===== src/rtl/adder_pkg.sv =====
// Shared constants for the TinyTapeout 8-bit registered adder tile.
package adder_pkg;
    localparam int         WIDTH   = 8;
    localparam logic [7:0] SUM_RST = 8'h00;
endpackage


===== src/rtl/full_adder.sv =====
// One-bit full adder cell; the top chains WIDTH of these into a ripple-carry adder.
module full_adder (
    input  logic a,
    input  logic b,
    input  logic cin,
    output logic s,
    output logic cout
);
    logic half_sum;

    assign half_sum = a ^ b;
    assign s        = half_sum ^ cin;
    assign cout     = (a & b) | (cin & half_sum);
endmodule


===== src/rtl/tt_adder8.sv =====
// TinyTapeout user tile: registered 8-bit ripple-carry adder, A on ui_in, B on uio_in.
// rst_n is an active-high synchronous clear despite its name (fixed by the tile wrapper).
module tt_adder8
    import adder_pkg::*;
(
    input  logic             clk,
    input  logic             rst_n,
    input  logic             ena,
    input  logic [WIDTH-1:0] ui_in,
    input  logic [WIDTH-1:0] uio_in,
    output logic [WIDTH-1:0] uo_out,
    output logic [WIDTH-1:0] uio_out,
    output logic [WIDTH-1:0] uio_oe
);
    logic [WIDTH:0]   carry;
    logic [WIDTH-1:0] sum_comb;
    logic [WIDTH-1:0] sum_d;
    logic [WIDTH-1:0] sum_q;
    logic             unused_carry_out;

    assign carry[0] = 1'b0;

    generate
        for (genvar gi = 0; gi < WIDTH; gi++) begin : g_ripple
            full_adder u_fa (
                .a    (ui_in[gi]),
                .b    (uio_in[gi]),
                .cin  (carry[gi]),
                .s    (sum_comb[gi]),
                .cout (carry[gi+1])
            );
        end
    endgenerate

    // Final carry is dropped: the tile computes modulo 2**WIDTH.
    assign unused_carry_out = carry[WIDTH];

    always_comb begin
        sum_d = sum_q;
        if (ena) begin
            sum_d = sum_comb;
        end
    end

    always_ff @(posedge clk) begin
        if (rst_n) begin
            sum_q <= SUM_RST;
        end else begin
            sum_q <= sum_d;
        end
    end

    assign uo_out  = sum_q;
    assign uio_out = '0;
    assign uio_oe  = '0;
endmodule


===== config.mk =====
export PLATFORM = sky130hd
export DESIGN_NAME = tt_adder8
export DESIGN_NICKNAME = d
export VERILOG_FILES = /design/src/rtl/adder_pkg.sv /design/src/rtl/full_adder.sv /design/src/rtl/tt_adder8.sv
export SDC_FILE = /design/constraint.sdc
export NUM_CORES = 1
export LEC_CHECK = 0
export CAP_MARGIN = 20
export CORE_ASPECT_RATIO = 0.9
export CORE_UTILIZATION = 35
export DETAILED_ROUTE_END_ITERATION = 12
export PLACE_DENSITY = 0.83
export SETUP_SLACK_MARGIN = 0.5
export SLEW_MARGIN = 20
export SYNTH_ARGS = -nofsm -noshare
export SYNTH_HDL_FRONTEND = slang
export SYNTH_HIERARCHICAL = 1
export SYNTH_SLANG_ARGS = --single-unit

===== constraint.sdc =====
create_clock -name clk -period 9.8 [get_ports clk]
set_input_delay 1.96 -clock clk [delete_from_list [all_inputs] [get_ports clk]]
set_output_delay 1.96 -clock clk [all_outputs]
set_load 0.01 [all_outputs]

==> results.toml, run 1 <==
[timing]
layout_min_cycle_time_ps = 5680
setup_ws_ps = 4120
slew_violations = 0
fin_crit_sh_pct = 57.9
hold_viol = 0
final-setup-viol-count = 0
rsz0062_at_grt = "false"
setup_tns_ps = 0
fin_skew_ps = 0
fmax_ghz = 0.176

[cts]
cts-resized-gates = 0
clockBufferDepth = 2
ctsRootBufferMaster = "clkbuf_4"
numClockSinks = 8
ctsHoldBuffers = 0
post-cts-setup-buffers = 0
insertion_delay_ps = 250
cts_tree = "built"
path_clk_slew_ps = 60
cts_buffers = 3
htreeDepth = 1

[cells_and_area]
largest_reg_flops = 8
n_antenna_cell = 0
layout_commonest_cell = "clkdlybuf4s50_1"
ff_latch_area_um2 = 160
drive_gt1_share_pct = 3.85
design_area_um2 = 805
area_growth_pct = 41.3
final_nets = 107
final_util_pct = 54.4
layout_common_cells = "26 x clkdlybuf4s50_1, 17 x conb_1"
n_fill_cell = 138
multiInputGateArea_um2 = 334

[critical_path]
crit_path_frequent_cell = "fa_1"
slowest_delay_ps = 440
worstSetupPathType = "in2reg"
required_ps = 9930
slowest_stage = "clkdlybuf4s50_1"
crit_arrival_ps = 5800
path_max_fanout = 1
end_kind = "flip-flop"
crit_family = "adder cells"
worst-path-buf-inv = 1
crit_chain = "clkdlybuf4s50_1 -> fa_1 -> fa_1 -> fa_1 -> fa_1 -> fa_1 -> fa_1 -> fa_1 -> fa_1 -> mux2i_1 -> nor2_1"
critPathLaunchType = "input pin"

[routing]
antenna_left = 0
viasPerCell = 3.83
num_vias = 383
totalWireLength_um = 930
drc = 0
firstDrtPassIters = 2
post_drt_wl_per_cell_um = 9.30
drtIter0Drc = 1

[placed_design]
place.gp.congestion = 0.612
dpl.hpwl_um = 776
pre_cts_ws_ps = 3830
place_area_um2 = 782
io_buffers = 26

[logic_synthesis]
ys_seq_elements = 8
ys_types = 8
syn_area_per_cell_um2 = 11.2
synth_cells = 51
yosysSeqAreaShare_pct = 28.1
yosysWarnings = 6
syn_area_um2 = 569

[global_routing]
grt_pass1_wl_um = 1390
grt_overflow = 0
antenna_found_initial = 0
grtUsageTotal_pct = 11.8
grt_pass1_vias = 356
grt_start_max_net_pins = 9

[die]
dieHeight_um = 40.3
rows = 13
num_io_pins = 43
die-area_mm2 = 0.00179
core-area_mm2 = 0.00148
start_util_pct = 38.5
die_w_um = 44.5

[run]
maxCapViolations = 0

[power_and_ir_drop]
ir_worst_vdd_v = 0.0000747
total_power_mw = 0.0956
p_per_area_mw_per_mm2 = 119
p_leak_nw = 0.354

[worst_hold_path]
min_path_type = "reg2reg"

[status]
status = "completed"
[metal layers]
metal  vias to the layer above  GRT usage (%)  wire, um
met1                       174           12.6       349
met3                         2           6.31       103
met4                         0           6.82         6
met5                         -              0         0
li1                        178              -         -
met2                        29           18.8       472
[synth_stat cells]
library cell	count	area [um2]
dfxtp_1	8	160
mux2i_1	8	80.1
fa_1	8	160
buf_4	16	120
nor2_1	8	30.0
conb_1	1	3.75
buf_1	1	3.75
buf_6	1	11.3
[layout make-up]
| class | instances | area share [%] |
|---|---|---|
| clock buffers | 3 | 2.80 |
| multi-input cells | 41 | 41.5 |
| flip-flops and latches | 8 | 19.9 |
| well taps | 22 | 3.42 |
| repair buffers | 26 | 32.3 |
[tightest hold or removal path, delay by kind of cell, from the launching register on]
family / cells / cell delay, ps
flip-flops: 1 / 320
AND/OR/NAND/NOR: 1 / 70
multiplexers: 1 / 70
[power by group]
| part | leakage [nW] | internal (mW) | switching (mW) |
|---|---|---|---|
| clock | 0.0138 | 0.0140 | 0.0111 |
| sequential | 0.0661 | 0.0362 | 0.00184 |
| combinational | 0.274 | 0.0185 | 0.0140 |
| total | 0.354 | 0.0687 | 0.0269 |
[kinds of logic after synthesis]
family,Yosys count,synth area share (%)
buffers and inverters,18,23.7
multiplexers,8,14.1
adder cells (fa/ha/maj),8,28.1
AND/OR/NAND/NOR,8,5.27
flip-flops,8,28.1
other,1,0.659
[worst paths after layout]
check	cells after the start	startpoint	to	slack, ps
setup / recovery	11	ui_in[0]	uo_out[7]$_SDFFE_PP0P_	4120
hold / removal	2	uo_out[1]$_SDFFE_PP0P_	uo_out[1]$_SDFFE_PP0P_	500
setup reg to reg	2	uo_out[0]$_SDFFE_PP0P_	uo_out[0]$_SDFFE_PP0P_	9190
hold reg to reg	2	uo_out[1]$_SDFFE_PP0P_	uo_out[1]$_SDFFE_PP0P_	500
[metrics by stage]
stage	std cells	hold slack (ps)
3_5_place_dp	97	482
3_3_place_gp	97	474
5_1_grt	100	531
2_1_floorplan	67	531
4_1_cts	100	509
6_report	100	498
(Power assumes the default switching activity.)
==> run 2: changes to the inputs <==
--- a/config.mk
+++ b/config.mk
@@ -7,9 +7,9 @@
 export LEC_CHECK = 0
 export CAP_MARGIN = 20
 export CORE_ASPECT_RATIO = 0.9
-export CORE_UTILIZATION = 35
+export CORE_UTILIZATION = 33
 export DETAILED_ROUTE_END_ITERATION = 12
-export PLACE_DENSITY = 0.83
+export PLACE_DENSITY = 0.79
 export SETUP_SLACK_MARGIN = 0.5
 export SLEW_MARGIN = 20
 export SYNTH_ARGS = -nofsm -noshare
==> constraint.sdc (replaced) <==
create_clock -name clk -period 5.95 [get_ports clk]
set_input_delay 1.19 -clock clk [delete_from_list [all_inputs] [get_ports clk]]
set_output_delay 1.19 -clock clk [all_outputs]
set_load 0.01 [all_outputs]
==> run 2 against run 1 <==
Final cell count unchanged. Sequential share of layout area unchanged. Non-clock buffer count unchanged. Total power increased by 66%. Clock power increased by 68%. Highest routed layer unchanged.
==> results.toml, run 2 (synthesis results as in run 1) <==
[timing]
fmax_ghz = 0.204
fin_crit_sh_pct = 82.5
hold_ws_ps = 493
fin_skew_ps = 0
setup_tns_ps = 0
final-setup-viol-count = 0
hold_viol = 0
rsz0062_at_grt = "false"
layout_min_cycle_time_ps = 4910
slew_violations = 0
setup_ws_ps = 1040

[placed_design]
dp_cells = 97
pre_cts_ws_ps = 731
place.gp.congestion = 0.655
io_buffers = 26

[cts]
ctsHoldBuffers = 0
post-cts-setup-buffers = 0
cts_tree = "built"
numClockSinks = 8
cts_buffers = 3
path_clk_slew_ps = 60
clockBufferDepth = 2
ctsRootBufferMaster = "clkbuf_4"
htreeDepth = 1
cts-resized-gates = 0
insertion_delay_ps = 260

[global_routing]
grt_pass1_vias = 382
busiest_layer = "met2"
use_met2_pct = 20.0
met1_usage_pct = 10.5
grt_overflow = 0
grt_pass1_wl_um = 1520
antenna_found_initial = 0
met3_usage_pct = 8.26
grt_start_max_net_pins = 9
grtUsageTotal_pct = 11.9

[routing]
drtIter0Drc = 5
num_vias = 399
post_drt_wl_per_cell_um = 9.91
totalWireLength_um = 991
antenna_left = 0
viasPerCell = 3.99
drc = 0
firstDrtPassIters = 4

[die]
core-area_mm2 = 0.00153
dieHeight_um = 41.4
die-area_mm2 = 0.00190
num_io_pins = 43
rows = 13
start_util_pct = 37.2
die_w_um = 45.8

[critical_path]
reg2reg_slack_ps = 5350
reg2reg_depth = 2
crit_arrival_ps = 5040
required_ps = 6080
path_max_fanout = 1
critPathLaunchType = "input pin"
worstSetupPathType = "in2reg"
end_kind = "flip-flop"

[cells_and_area]
n_antenna_cell = 0
largest_reg_flops = 8
drive_gt1_share_pct = 3.85
area_growth_pct = 41.3
layout_commonest_cell = "clkdlybuf4s50_1"
final_nets = 107
instances_no_fill = 100
layout_common_cells = "26 x clkdlybuf4s50_1, 17 x conb_1"

[power_and_ir_drop]
total_power_mw = 0.158
p_leak_nw = 0.354
p_per_area_mw_per_mm2 = 197
ir_worst_vdd_v = 0.000143

[worst_hold_path]
min_path_type = "reg2reg"
hold_depth = 2

[status]
status = "completed"

[run]
maxCapViolations = 0
run 2: cell counts in the layout (fill, tap and decap cells not counted):
No cell type changed its count.
run 2: worst max-delay path, stage by stage:
cell and delay (ps):
clkdlybuf4s50_1 440, fa_1 460, fa_1 390, fa_1 380, fa_1 390, fa_1 390, fa_1 390, fa_1 380
fa_1 430, mux2i_1 140, nor2_1 50
run 2: worst paths after layout:
check	from	to
worst max-delay path	ui_in[0]	uo_out[7]$_SDFFE_PP0P_
worst min-delay path	uo_out[1]$_SDFFE_PP0P_	uo_out[1]$_SDFFE_PP0P_
worst max register to register	uo_out[0]$_SDFFE_PP0P_	uo_out[0]$_SDFFE_PP0P_
worst min register to register	uo_out[1]$_SDFFE_PP0P_	uo_out[1]$_SDFFE_PP0P_
run 2: report_power, final:
| part | switching [mW] | total (mW) | internal [mW] |
|---|---|---|---|
| clock network | 0.0190 | 0.0421 | 0.0231 |
| logic | 0.0231 | 0.0538 | 0.0307 |
| registers | 0.00295 | 0.0625 | 0.0596 |
run 2: layout make-up:
| cell class | count | area [um2] |
|---|---|---|
| tap | 22 | 27.5 |
| timing repair buffer | 26 | 260 |
| sequential | 8 | 160 |
| clock buffer | 3 | 22.5 |
| fill | 150 | 724 |
| multi-input combinational | 41 | 334 |
run 2: metrics by stage:
stage | instance area [um2] | util (%)
6_report | 805 | 52.6
5_1_grt | 805 | 52.6
4_1_cts | 805 | 52.6
3_5_place_dp | 782 | 51.1
3_3_place_gp | 782 | 51.1
2_1_floorplan | 629 | -
run 2: metal layers:
| layer | vias up | routed length, um | part of all wire (%) |
|---|---|---|---|
| met5 | - | 0 | 0 |
| met1 | 186 | 360 | 36 |
| met4 | 0 | 2 | 0.20 |
| met3 | 2 | 145 | 15 |
| met2 | 33 | 483 | 49 |
| li1 | 178 | - | - |
